--- src/rtl/palette_pkg.sv ---
// Shared palette definition for the 4-bit indexed frame store.
// The index-to-RGB converter decodes through the same table, so encode and decode stay consistent.
package palette_pkg;

  localparam int PAL_N  = 14;
  localparam int RGB_W  = 24;
  localparam int IDX_W  = 4;
  localparam int ADDR_W = 10;

  typedef logic [RGB_W-1:0] rgb_t;
  typedef logic [IDX_W-1:0] idx_t;

  typedef enum logic [1:0] {
    IDLE  = 2'd0,
    WR_UP = 2'd1,
    WR_LO = 2'd2
  } state_e;

  localparam rgb_t PALETTE [0:PAL_N-1] = '{
    24'h000000, 24'h003366, 24'hFF0000, 24'hFF9F00,
    24'hFFFF00, 24'h33FF00, 24'h009BFF, 24'h6D33FF,
    24'hFFD393, 24'hFF99FF, 24'hFF329F, 24'h999999,
    24'hFF9999, 24'hFFFFFF
  };

  // Indices beyond the table (E, F) decode to black.
  function automatic rgb_t pal_decode(input idx_t idx);
    rgb_t rgb;
    rgb = 24'h000000;
    for (int k = 0; k < PAL_N; k++) begin
      rgb = (idx == idx_t'(k)) ? PALETTE[k] : rgb;
    end
    return rgb;
  endfunction

endpackage

--- src/rtl/palette_match.sv ---
// Combinational exact-match lookup of one RGB pixel against the palette.
// Unmatched pixels return index 0 with miss set; 000000 is a genuine hit on index 0.
module palette_match
  import palette_pkg::*;
(
  input  rgb_t rgb_i,
  output idx_t idx_o,
  output logic miss_o
);

  logic [PAL_N-1:0] hit_s;
  idx_t             idx_s;

  // Palette entries are distinct, so at most one hit bit is set and OR-ing is an encoder.
  always_comb begin
    hit_s = '0;
    idx_s = '0;
    for (int k = 0; k < PAL_N; k++) begin
      hit_s[k] = (rgb_i == PALETTE[k]);
      idx_s    = idx_s | ({IDX_W{hit_s[k]}} & idx_t'(k));
    end
  end

  assign idx_o  = idx_s;
  assign miss_o = ~|hit_s;

endmodule

--- src/rtl/palette_encode.sv ---
// Encodes two RGB pixels per input word into palette indices and writes them to the
// 2048x4 frame memory: upper pixel to {0,addr}, lower pixel to {1,addr}.
module palette_encode
  import palette_pkg::*;
#(
  parameter int MISS_W = 8
) (
  input  logic              clk,
  input  logic              reset,
  input  logic              in_valid,
  output logic              in_ready,
  input  logic [9:0]        in_addr,
  input  logic [47:0]       in_data,
  output logic              wr_en,
  output logic [10:0]       wr_addr,
  output logic [3:0]        wr_data,
  output logic              busy,
  output logic [MISS_W-1:0] miss_count
);

  localparam logic [MISS_W-1:0] MISS_MAX = '1;

  state_e              state_q, state_d;
  logic [ADDR_W-1:0]   addr_q, addr_d;
  idx_t                idx_up_q, idx_up_d;
  idx_t                idx_lo_q, idx_lo_d;
  logic [MISS_W-1:0]   miss_q, miss_d;

  idx_t                idx_up_s, idx_lo_s;
  logic                miss_up_s, miss_lo_s;
  logic                accept_s;
  logic [1:0]          miss_sum_s;
  logic [MISS_W:0]     miss_ext_s;
  logic [MISS_W-1:0]   miss_sat_s;

  palette_match u_match_up (
    .rgb_i  (in_data[47:24]),
    .idx_o  (idx_up_s),
    .miss_o (miss_up_s)
  );

  palette_match u_match_lo (
    .rgb_i  (in_data[23:0]),
    .idx_o  (idx_lo_s),
    .miss_o (miss_lo_s)
  );

  // Output decode from registered state only; nothing from in_* reaches wr_* here.
  always_comb begin
    in_ready = 1'b0;
    wr_en    = 1'b0;
    wr_addr  = 11'd0;
    wr_data  = 4'd0;
    busy     = 1'b0;
    case (state_q)
      IDLE: begin
        in_ready = 1'b1;
      end
      WR_UP: begin
        wr_en   = 1'b1;
        wr_addr = {1'b0, addr_q};
        wr_data = idx_up_q;
        busy    = 1'b1;
      end
      WR_LO: begin
        in_ready = 1'b1;
        wr_en    = 1'b1;
        wr_addr  = {1'b1, addr_q};
        wr_data  = idx_lo_q;
        busy     = 1'b1;
      end
      default: begin
        in_ready = 1'b0;
      end
    endcase
  end

  assign accept_s   = in_valid & in_ready;
  assign miss_count = miss_q;

  // Saturating add of this word's misses; the extra top bit flags overflow.
  always_comb begin
    miss_sum_s = {1'b0, miss_up_s} + {1'b0, miss_lo_s};
    miss_ext_s = {1'b0, miss_q} + (MISS_W+1)'(miss_sum_s);
    if (miss_ext_s[MISS_W]) begin
      miss_sat_s = MISS_MAX;
    end else begin
      miss_sat_s = miss_ext_s[MISS_W-1:0];
    end
  end

  // Next-state and register-load logic.
  always_comb begin
    state_d  = state_q;
    addr_d   = addr_q;
    idx_up_d = idx_up_q;
    idx_lo_d = idx_lo_q;
    miss_d   = miss_q;
    case (state_q)
      IDLE: begin
        if (accept_s) begin
          state_d = WR_UP;
        end else begin
          state_d = IDLE;
        end
      end
      WR_UP: begin
        state_d = WR_LO;
      end
      WR_LO: begin
        if (accept_s) begin
          state_d = WR_UP;
        end else begin
          state_d = IDLE;
        end
      end
      default: begin
        state_d = IDLE;
      end
    endcase
    if (accept_s) begin
      addr_d   = in_addr;
      idx_up_d = idx_up_s;
      idx_lo_d = idx_lo_s;
      miss_d   = miss_sat_s;
    end else begin
      miss_d   = miss_q;
    end
  end

  // State and datapath registers with synchronous reset.
  always_ff @(posedge clk) begin
    if (reset) begin
      state_q  <= IDLE;
      addr_q   <= '0;
      idx_up_q <= '0;
      idx_lo_q <= '0;
      miss_q   <= '0;
    end else begin
      state_q  <= state_d;
      addr_q   <= addr_d;
      idx_up_q <= idx_up_d;
      idx_lo_q <= idx_lo_d;
      miss_q   <= miss_d;
    end
  end

endmodule

--- config.mk ---
export PLATFORM = sky130hd
export DESIGN_NAME = palette_encode
export DESIGN_NICKNAME = d
export VERILOG_FILES = /design/src/rtl/palette_pkg.sv /design/src/rtl/palette_match.sv /design/src/rtl/palette_encode.sv
export SDC_FILE = /design/constraint.sdc
export NUM_CORES = 1
export LEC_CHECK = 0
export ABC_CLOCK_PERIOD_IN_PS = 4000
export CORE_MARGIN = 5
export CORE_UTILIZATION = 45
export CTS_CLUSTER_DIAMETER = 40
export DETAILED_ROUTE_END_ITERATION = 10
export PLACE_DENSITY = 0.79
export SETUP_SLACK_MARGIN = 0.4
export SYNTH_ARGS = -nofsm -noshare
export SYNTH_HDL_FRONTEND = slang
export SYNTH_SLANG_ARGS = --single-unit
--- constraint.sdc ---
create_clock -name clk -period 4 [get_ports clk]
set_input_delay 0.8 -clock clk [delete_from_list [all_inputs] [get_ports clk]]
set_output_delay 0.8 -clock clk [all_outputs]
set_load 0.01 [all_outputs]
-- After elaboration in Yosys (flattened, before gate mapping)
Cells that the tools add are included.
- register bits after elaboration: 28
- input bits: 61
- output and inout port bits: 26
- add/sub/neg operators: 2
- eq/ne operators: 28
- multiplexer cells: 7
- bitwise operators: 25
- reduce and logical (&&, ||, !) cells: 9
- operator list (cell ; count):
    == test 24 bit, second input constant ; 18
    == test 24 x 14 -> 1 bit, second input constant ; 2
    == test 24 x 16 -> 1 bit, second input constant ; 2
    == test 24 x 22 -> 1 bit, second input constant ; 2
    == test 24 x 23 -> 1 bit, second input constant ; 2
    zero test 24 bit ; 2
    bitwise OR 4 bit ; 12
    bitwise OR 4 x 3 -> 4 bit ; 8
    OR reduction 14 bit ; 2
    case mux 11 bit (2 select lines) ; 1
    adder 8 x 2 -> 9 bit ; 1
    2-to-1 mux 8 bit ; 1
    bitwise OR 4 x 2 -> 4 bit ; 2
    case mux 4 bit (2 select lines) ; 1
    bitwise OR 1 x 2 -> 2 bit ; 2
    case mux 2 bit (2 select lines) ; 1
    OR reduction 2 bit ; 2
    2-to-1 mux 1 bit ; 3
    adder 1 x 1 -> 2 bit ; 1
    == test 2 x 1 -> 1 bit, second input constant ; 1
    == test 2 bit, second input constant ; 1
    zero test 1 bit ; 2
    zero test 2 bit ; 1
    bitwise AND 1 bit ; 1

-- Longest topological paths before layout
Gate-level depths: netlist (run 1).
- depth in word-level cells: 13
- depth in mapped cells: 13
- gate-level depth less buffers: 12

-- Hierarchy
From an unflattened synthesis (run 1), not the netlist that was laid out.
- cells, all modules: 289
- area total of the unflattened synthesis: 2180.8 um2
- modules (own cells, without submodules) (module ; times used ; cells each ; area each (um2) ; sequential area each (um2)):
    palette_encode ; 1 ; 157 ; 1300.0 ; 560.5
    palette_match ; 2 ; 66 ; 440.4 ; 0.0

-- Least setup slack after synthesis (run 1)
No wires, ideal clock.
- path type: input port to flip-flop
- start: input in_data[44]
- end: register miss_q[1], in the netlist miss_count[1]
- setup time: 75 ps
- arrival: 2975 ps
- required time: 3925 ps
- setup slack: 950 ps
- stages: 12
- buffers on the path: 0
- cell sequence: and4_1 and3_1 and4_1 nor4_1 nand3_1 fa_1 inv_1 ha_1 nand4_1 nor2_1 nand4_1 a31oi_1
- longest elaborated chain between the ends: 6
- elaborated cells between the ends (all ways): 19
- classes of those cells: add/sub: 2; eq/ne: 13; mux: 1; reduce/logical: 3
- RTL lines (item ; RTL line ; text):
    from (decl) ; palette_encode.sv:13 ; input logic [47:0] in_data,
    == test 24 x 14 -> 1 bit, or another cell as far along ; palette_match.sv:19 ; hit_s[k] = (rgb_i == PALETTE[k]);
    OR reduction 14 bit (*) ; palette_match.sv:25 ; assign miss_o = ~|hit_s;
    zero test 1 bit (*) ; palette_match.sv:25 ;
    adder 1 x 1 -> 2 bit (*) ; palette_encode.sv:83 ; miss_sum_s = {1'b0, miss_up_s} + {1'b0, miss_lo_s};
    adder 8 x 2 -> 9 bit (*) ; palette_encode.sv:84 ; miss_ext_s = {1'b0, miss_q} + (MISS_W+1)'(miss_sum_s);
    2-to-1 mux 8 bit (*) ; palette_encode.sv:85 ; if (miss_ext_s[MISS_W]) begin
    to (signal assigned) ; palette_encode.sv:144 ; miss_q <= miss_d;
    to (decl) ; palette_encode.sv:27 ; logic [MISS_W-1:0] miss_q, miss_d;
Mark *: on every way between the ends. The rest lies on a longest branch, timed or not.
A chain may end at the register's enable or synchronous reset.

-- Worst setup path after layout (run 1)
- start: input in_data[1]
- end: register miss_q[6], in the netlist miss_count[6]
Same word-level chain as after synthesis.

==> results of run 1 <==
-- metrics by stage --
stage	worst slack, ns	cell area [um2]
after detailed placement	0.0134	3190
after CTS	0.411	3280
final	0.456	3400
after global routing	0.285	3400
after floorplan	0.950	2270
after global placement	0.130	3190
-- cell usage after synthesis (3+ instances only) --
master	instances	area (um2)
ha_1	7	87.6
nor4bb_1	3	30.0
dfxtp_1	28	561
and3_1	7	43.8
nor2b_1	6	37.5
nor2_1	20	75.1
clkbuf_1	7	26.3
a31oi_1	4	25.0
nand2_1	39	146
inv_1	5	18.8
or2_2	3	18.8
nor4_2	4	50.1
a21oi_1	20	100
and4b_1	3	30.0
nor3_1	13	65.1
nand3_1	7	35.0
and4_1	12	105
a211oi_1	4	30.0
nand4_1	19	119
a211oi_2	3	37.5
and2_1	15	93.8
nand4b_1	3	26.3
or4_1	3	22.5
nor4_1	12	75.1
a22oi_1	4	30.0
xnor2_1	3	26.3
-- worst min-delay path: cells and delay by family, from the launching register on --
family             cells  cell delay (ns)
and+or+nand+nor        1             0.05
AOI/OAI and AO/OA      1             0.05
DFF                    1             0.32
-- sequential cells by signal (all words and copies together), names as in the netlist --
signal	cells
addr_q	10
miss_count	8
idx_lo_q	4
idx_up_q	4
state_q	2
-- final cells by class --
cell class | count | area (um2) | share of cell area, %
clock buffers | 3 | 41.3 | 1.21
clock inverters | 1 | 30.0 | 0.882
inverters | 5 | 18.8 | 0.551
multi-input cells | 246 | 1700 | 50.1
flip-flops and latches | 28 | 561 | 16.5
well taps | 67 | 83.8 | 2.46
repair buffers | 93 | 966 | 28.4
-- kinds of logic after synthesis --
logic type,synth area share (%)
compound gates,17.7
simple gates,48.4
xor+xnor,1.55
buf+inv,2.87
flops,24.7
fa+ha+maj,4.75
-- layer usage --
metal  part of all wire (%)  vias up
met3                    6.2       16
met4                    1.5        0
met5                      0        -
met2                     51      104
li1                       -     1296
met1                     42     1183
-- power groups by stage --
| stage | registers, uW | logic, uW | clock network [uW] |
|---|---|---|---|
| 3_5_place_dp | 312 | 186 | 0 |
| 3_3_place_gp | 311 | 183 | 0 |
| 2_1_floorplan | 310 | 78.6 | 0 |
| 5_1_grt | 307 | 206 | 240 |
| 4_1_cts | 305 | 188 | 227 |
| 6_report | 305 | 189 | 223 |
-- worst min-delay path by stage --
| stage | start | end | slack, ns | cells after the start |
|---|---|---|---|---|
| 4_1_cts | addr_q[0]$_SDFFE_PP0P_ | addr_q[0]$_SDFFE_PP0P_ | 0.46 | 2 |
| 5_1_grt | addr_q[0]$_SDFFE_PP0P_ | addr_q[0]$_SDFFE_PP0P_ | 0.47 | 2 |
| 2_1_floorplan | addr_q[0]$_SDFFE_PP0P_ | addr_q[0]$_SDFFE_PP0P_ | 0.43 | 2 |
| 3_3_place_gp | addr_q[2]$_SDFFE_PP0P_ | addr_q[2]$_SDFFE_PP0P_ | 0.44 | 2 |
| 6_report | addr_q[0]$_SDFFE_PP0P_ | addr_q[0]$_SDFFE_PP0P_ | 0.45 | 2 |
| 3_5_place_dp | addr_q[0]$_SDFFE_PP0P_ | addr_q[0]$_SDFFE_PP0P_ | 0.44 | 2 |
-- what timing repair did --
action,CTS,global route
resized for setup,1,42
setup buffers,2,2
setup endpoints to repair,6,8
pin swaps,1,8
==> out/metrics.yaml, run 1 <==
syn_inst: 289
avgViaCountPerCell: 5.87
synth_nets: 358
path_depth: 14
finalMaxSlewViolations: 0
ys_async_sr_fraction_pct: 0
rsz0062_at_grt: "false"
ctsRootBufferMaster: "clkbuf_8"
min_period_ns: 3.54
swShare_pct: 26.2
ys_types: 52
die_h_um: 81.0
critPathArrivalTime_ns: 3.72
switchingPower_uw: 188
top_usage_layer: "met2"
layout-drive-gt1-share_pct: 12.5
n_antenna_cell: 0
clockPowerShare_pct: 31.1
dp_cells: 435
ys.flop_type: "dfxtp_1"
synth-edff-count: 0
hold_slack_ns: 0.453
crit_fanout: 4
io-pin-count: 87
status: "complete, no violations"
clkSinkCount: 28
overflow: 0
core-area_um2: 4820
cp.buffers_inverters: 3
fin_skew_ns: 0.0113
grt_pass1_wl_mm: 10.5
htree_levels: 1
rrSetupSlack_ns: 1.84
ant_nets: 0
use_met1_pct: 24.1
required_ns: 4.17
endpoint: "miss_count[6]$_SDFFE_PP0P_"
antenna_found_initial: 0
fill_cells: 394
crit_chain: "clkdlybuf4s50_1, nor4_1, nand4_1, o2bb2ai_1, nor2_1, nand4b_1, fa_2, inv_1, ha_1, nand4_1, nor2_2, buf_4, and4b_1, nor3_1"
cpMaxStageDelayCell: "nor4_1"
ff2ff_path_depth: 8
cts_hold_buf: 0
max_stage_delay_ns: 0.56
final_core_util_pct: 70.7
layout.nets: 446
num_vias: 2599
final_common_cell: "clkdlybuf4s50_1"
initial_utilization_pct: 47.0
worst_pin_slew_ns: 1.09
portBuffers: 86
cp-startpoint: "in_data[1]"
r2r_start: "state_q[0]$_SDFF_PP0_"
powerDensity_nw_per_um2: 211
grt_util_all_layers_pct: 19.5
hold_viol: 0
comb_power_share_pct: 26.3
synth_area_per_cell_um2: 7.84
r2r_end: "miss_count[7]$_SDFFE_PP0P_"
cts_tree: "done"
leakage_uw: 0.00129
p_total_uw: 717
place_congestion: 0.899
slew_headroom_pct: 26.9
cts_buffers: 3
crit_top_cell: "nand4_1"
cp_top_family: "simple AND/OR/NAND/NOR gates"
die-area_um2: 6550
grt_use_met2_pct: 35.5
wire_per_inst_um: 15.4
worstSetupPathType: "primary input to flip-flop"
hpwl_mm: 5.20
seqPwrFrac_pct: 42.6
ys_seq_area_share_pct: 24.7
wl_mm: 6.80
dr.pass1.iters: 6
setup_viol: 0
synth_area_um2: 2270
insertion_delay_ns: 0.28
end_kind: "flip-flop"
internal-power_uw: 529
grt_pass1_vias: 2416
clock_path_buffers: 2
die_x_um: 81.0
grt_util_met3_pct: 2.55
yosysWarningCount: 0
final_cells: 443
holdCritPathClass: "flip-flop to flip-flop"
crit_path_start_kind: "primary input"
drcViolationCount: 0
grt_max_degree: 29
final_cell_mix: "clkdlybuf4s50_1, nand2_1, dfxtp_1, dlymetal6s2s_1"
clk_pin_slew_ns: 0.10
area_growth_syn_to_layout_pct: 50.2
first_iter_violations: 213
maxCapViolCount: 0
synth-seq-cells: 28
final.period_utilization_pct: 88.6
max-vdd-ir-drop_uv: 176
fmaxAchievable_mhz: 282
placementRows: 25
setup_tns_ns: 0
Power figures use the tool's default switching activity.
==> run 2, diff against run 1 <==
SLEW_MARGIN = 10   (was default)
TNS_END_PERCENT = 5   (was default)
==> out/metrics.yaml, run 2 (synthesized netlist as in run 1, its figures left out) <==
status: "complete, no violations"  # unchanged
critPathArrivalTime_ns: 3.70  # was 3.72 ns
required_ns: 4.17  # about the same
finalWorstSetupSlack_ns: 0.472  # was 0.456 ns
clk_pin_slew_ns: 0.10  # about the same
grt_pass1_vias: 2416  # unchanged
register_area_um2: 561  # unchanged
die_h_um: 81.0  # unchanged
rsz0062_at_grt: "true"  # was false
cts_tree: "done"  # unchanged
final.period_utilization_pct: 88.2  # was 88.6%
final_cells: 443  # unchanged
cp-startpoint: "in_data[3]"  # was in_data[1]
portBuffers: 86  # unchanged
setup_viol: 0  # unchanged
io-pin-count: 87  # unchanged
end_kind: "flip-flop"  # unchanged
place_congestion: 0.899  # unchanged
grt_pass1_wl_mm: 10.5  # unchanged
final_common_cell: "clkdlybuf4s50_1"  # unchanged
slew_headroom_pct: 25.3  # was 26.9%
crit_fanout: 4  # unchanged
die_x_um: 81.0  # unchanged
wire_per_inst_um: 15.3  # was 15.4 um
cts_buffers: 3  # unchanged
switchingPower_uw: 187  # was 188 uW
hold_start: "addr_q[0]$_SDFFE_PP0P_"  # unchanged
ctsRootBufferMaster: "clkbuf_8"  # unchanged
overflow: 0  # unchanged
hold_viol: 0  # unchanged
swShare_pct: 26.1  # was 26.2%
ant_nets: 0  # unchanged
internal-power_uw: 530  # was 529 uW
drcViolationCount: 0  # unchanged
powerDensity_nw_per_um2: 212  # was 211 nW/um2
ff2ff_path_depth: 8  # unchanged
area_growth_syn_to_layout_pct: 49.5  # was 50.2%
antenna_found_initial: 0  # unchanged
hpwl_mm: 5.20  # unchanged
clock_path_buffers: 2  # unchanged
setup_tns_ns: 0  # unchanged
n_antenna_cell: 0  # unchanged
seqPwrFrac_pct: 42.6  # about the same
cts_hold_buf: 0  # unchanged
htree_levels: 1  # unchanged
insertion_delay_ns: 0.28  # about the same
fill_cells: 401  # was 394
leakage_uw: 0.00124  # was 0.00129 uW
dr.pass1.iters: 5  # was 6
core-area_um2: 4820  # unchanged
min_period_ns: 3.53  # was 3.54 ns
clockPowerShare_pct: 30.9  # was 31.1%
comb_power_share_pct: 26.5  # was 26.3%
worst_pin_slew_ns: 1.12  # was 1.09 ns
holdCritPathClass: "flip-flop to flip-flop"  # unchanged
first_iter_violations: 224  # was 213
maxCapViolCount: 0  # unchanged
grt_util_all_layers_pct: 19.5  # unchanged
largest_reg_flops: 10  # unchanged
clkSinkCount: 28  # unchanged
placementRows: 25  # unchanged
num_vias: 2638  # was 2,599
final_area_um2: 3390  # was 3400 um2
worstSetupPathType: "primary input to flip-flop"  # unchanged
fmaxAchievable_mhz: 283  # was 282 MHz
top_register: "addr_q"  # unchanged
layout-drive-gt1-share_pct: 12.2  # was 12.5%
die-area_um2: 6550  # unchanged
max-vdd-ir-drop_uv: 176  # about the same
placed_cell_area_um2: 3190  # unchanged
crit_path_start_kind: "primary input"  # unchanged
layout.nets: 446  # unchanged
fin_skew_ns: 0.0116  # was 0.0113 ns
dp_cells: 435  # unchanged
r2r_start: "state_q[0]$_SDFF_PP0_"  # unchanged
avgViaCountPerCell: 5.95  # was 5.87
final_cell_mix: "clkdlybuf4s50_1, nand2_1, dfxtp_1"  # was clkdlybuf4s50_1, nand2_1, dfxtp_1, dlymetal6s2s_1
grt_max_degree: 29  # unchanged
post-place-ws_ns: 0.0134  # unchanged
wl_mm: 6.80  # about the same
finalMaxSlewViolations: 0  # unchanged
multi_input_area_um2: 1700  # about the same
final_core_util_pct: 70.3  # was 70.7%
initial_utilization_pct: 47.0  # unchanged
min_path_cells: 2  # unchanged
## run 2: changes by cell type in the layout (fill, tap and decap cells not counted), sizes merged
cell,previous run,this run
dlymetal6s2s,21,16
clkdlybuf4s50,65,70
## run 2: layout make-up
cell class / count / area share (%)
Inverter: 5 / 0.554
Timing Repair Buffer: 93 / 28.1
Tap cell: 67 / 2.48
Clock inverter: 1 / 0.887
Multi-Input combinational cell: 246 / 50.2
Sequential cell: 28 / 16.5
Clock buffer: 3 / 1.22
## run 2: repair_timing
action | CTS | global route
setup buffers | 2 | 2
gates cloned | 0 | 0
pin swaps | 1 | 8
endpoints found under the setup margin | 6 | 8
resized for setup | 1 | 36
## run 2: critical path: stages
cell             delay [ns]
clkdlybuf4s50_1        0.45
nor4_1                 0.49
and4_1                 0.34
o2bb2ai_1              0.18
nor2_1                 0.10
nand4b_1               0.13
fa_2                   0.23
inv_1                  0.05
ha_1                   0.19
nand4_1                0.16
nor2_2                 0.07
buf_4                  0.13
and4b_1                0.17
nor3_1                 0.20
## run 2: worst paths after layout
check,end,slack [ns]
worst max register to register,miss_count[7]$_SDFFE_PP0P_,1.82
worst max-delay path,miss_count[6]$_SDFFE_PP0P_,0.47
worst min-delay path,addr_q[0]$_SDFFE_PP0P_,0.45
worst min register to register,addr_q[0]$_SDFFE_PP0P_,0.45
## run 2: power groups by stage
stage                     clock network (uW)  logic [uW]  registers [uW]
after floorplan                            0        78.6             310
after global placement                     0         183             311
after detailed placement                   0         186             312
after CTS                                227         188             305
after global routing                     240         206             307
final                                    222         190             305
## run 2: routing by layer
layer	part of all wire, %	vias up	GRT usage, %
met1	43	1222	24.1
met5	0	-	0
met2	50	105	35.5
met3	5.6	12	2.55
met4	1.3	0	5.07
li1	-	1299	-
## run 2: per-stage QoR
stage / hold WS (ns) / total power, uW
floorplan: 0.432 / 388
global placement: 0.437 / 494
detailed placement: 0.444 / 498
CTS: 0.459 / 719
global route: 0.474 / 753
finish: 0.453 / 717
==> run 3, diff against run 2 <==
ABC_CLOCK_PERIOD_IN_PS = 4360   (was 4000)
CORE_UTILIZATION = 48   (was 45)
PLACE_DENSITY = 0.84   (was 0.79)
clock period = 4.36 ns   (was 4 ns; I/O delays follow)
==> out/metrics.yaml, run 3 (synthesized netlist as in run 1, its figures left out) <==
htree_levels: 1  # unchanged
worstSetupPathType: "primary input to flip-flop"  # unchanged
holdCritPathClass: "flip-flop to flip-flop"  # unchanged
overflow: 0  # unchanged
place_congestion: 0.931  # was 0.899
core-area_um2: 4660  # was 4820 um2
crit_chain: "clkdlybuf4s50_1, and4_1, nand2_1, o32ai_1, nor3_1, nand4b_1, fa_1, inv_1, ha_1, nand4_1, nor2_2, nand4_1, a31oi_1"  # was clkdlybuf4s50_1, nor4_1, and4_1, o2bb2ai_1, nor2_1, nand4b_1, fa_2, inv_1, ha_1, nand4_1, nor2_2, buf_4, and4b_1, nor3_1
hold_viol: 0  # unchanged
final.period_utilization_pct: 83.9
insertion_delay_ns: 0.28  # about the same
wl_mm: 6.30  # was 6.80 mm
clock_path_buffers: 2  # unchanged
fin_skew_ns: 0.00537  # was 0.0116 ns
required_ns: 4.55  # was 4.17 ns
powerDensity_nw_per_um2: 202  # was 212 nW/um2
min_period_ns: 3.66
grt_max_degree: 29  # unchanged
dr.pass1.iters: 4  # was 5
cts_tree: "done"  # unchanged
top_register: "addr_q"  # unchanged
maxCapViolCount: 0  # unchanged
ant_nets: 0  # unchanged
grt_pass1_vias: 2416  # unchanged
critPathArrivalTime_ns: 3.84  # was 3.70 ns
final_cell_mix: "clkdlybuf4s50_1, nand2_1, dfxtp_1, a21oi_1"  # was clkdlybuf4s50_1, nand2_1, dfxtp_1
n_antenna_cell: 0  # unchanged
max-vdd-ir-drop_uv: 135  # was 176 uV
clkSinkCount: 28  # unchanged
ctsRootBufferMaster: "clkbuf_8"  # unchanged
crit_top_cell: "nand4_1"
max_stage_delay_ns: 0.47  # was 0.49 ns
wire_per_inst_um: 14.9  # was 15.3 um
status: "complete, no violations"  # unchanged
grt_pass1_wl_mm: 10.6  # was 10.5 mm
crit_path_start_kind: "primary input"  # unchanged
cts_hold_buf: 0  # unchanged
crit_fanout: 7  # was 4
portBuffers: 86  # unchanged
setup_viol: 0  # unchanged
finalMaxSlewViolations: 0  # unchanged
io-pin-count: 87  # unchanged
initial_utilization_pct: 48.6  # was 47.0%
fmaxAchievable_mhz: 273
cpMaxStageDelayCell: "clkdlybuf4s50_1"  # was nor4_1
ff2ff_path_depth: 7  # was 8
end_kind: "flip-flop"  # unchanged
setup_tns_ns: 0  # unchanged
worst_pin_slew_ns: 1.08  # was 1.12 ns
rsz0062_at_grt: "false"  # was true
placementRows: 25  # unchanged
final_core_util_pct: 69.3  # was 70.3%
die_h_um: 78.7  # was 81.0 um
final_common_cell: "clkdlybuf4s50_1"  # unchanged
leakage_uw: 0.00105  # was 0.00124 uW
antenna_found_initial: 0  # unchanged
grt_util_all_layers_pct: 20.1  # was 19.5%
die_x_um: 78.7  # was 81.0 um
area_growth_syn_to_layout_pct: 42.5  # was 49.5%
largest_reg_flops: 10  # unchanged
clk_pin_slew_ns: 0.09  # was 0.10 ns
layout.nets: 440  # was 446
die-area_um2: 6190  # was 6550 um2
first_iter_violations: 160  # was 224
min_path_cells: 2  # unchanged
fill_cells: 399  # was 401
num_vias: 2575  # was 2,638
cts_buffers: 3  # unchanged
layout-drive-gt1-share_pct: 7.03  # was 12.2%
slew_headroom_pct: 27.9  # was 25.3%
drcViolationCount: 0  # unchanged
hpwl_mm: 5.03  # was 5.20 mm
avgViaCountPerCell: 6.07  # was 5.95
## run 3: cell count changes in the layout (fill, tap and decap cells not counted), sizes merged
cell,change
clkdlybuf4s50,+16
dlymetal6s2s,-16
buf,-6
## run 3: routing by layer
| layer | share of wire, % | track usage, % | vias up |
|---|---|---|---|
| met5 | 0 | 0 | - |
| met4 | 0.62 | 3.50 | 0 |
| met3 | 6.8 | 2.72 | 7 |
| met2 | 50 | 37.3 | 89 |
| met1 | 42 | 25.0 | 1203 |
| li1 | - | - | 1276 |
## run 3: worst paths after layout
check / start / end / slack [ns]
min: addr_q[6]$_SDFFE_PP0P_ / addr_q[6]$_SDFFE_PP0P_ / 0.45
max reg2reg: state_q[0]$_SDFF_PP0_ / miss_count[7]$_SDFFE_PP0P_ / 2.30
max: in_data[22] / miss_count[1]$_SDFFE_PP0P_ / 0.70
min reg2reg: addr_q[6]$_SDFFE_PP0P_ / addr_q[6]$_SDFFE_PP0P_ / 0.45
## run 3: area by class of cell
class,instances,area (um2),area share (%)
Timing Repair Buffer,87,868,26.9
Multi-Input combinational cell,246,1640,50.9
Clock inverter,1,30.0,0.930
Tap cell,54,67.6,2.09
Inverter,5,18.8,0.581
Clock buffer,3,41.3,1.28
Sequential cell,28,561,17.4
## run 3: critical path: cells and delay by family
family	cells	cell delay [ns]
AO/OA/AOI/OAI	2	0.34
adder cells (fa/ha/maj)	2	0.59
buffers and inverters	2	0.54
AND/OR/NAND/NOR	7	1.50
## run 3: what timing repair did
item	in CTS	in global routing
setup buffers	0	0
endpoints found under the setup margin	0	1
resized for setup	0	1
## run 3: where the power goes
group	switching [uW]	total, uW	internal (uW)	leakage [uW]
sequential	9.10	280	271	0.000229
combinational	79.4	171	92.1	0.000785
clock	79.4	202	123	0.0000357
total	168	654	486	0.00105
## run 3: through the flow
stage                     setup slack (ns)  total power [uW]  cell area [um2]  std cells  hold WS, ns
after floorplan                       1.24               356             2270        289        0.432
after global placement               0.412               452             3160        420        0.437
after detailed placement             0.353               456             3160        420        0.442
after CTS                            0.655               657             3230        424        0.455
after global routing                 0.435               686             3230        424        0.471
final                                0.703               654             3230        424        0.454
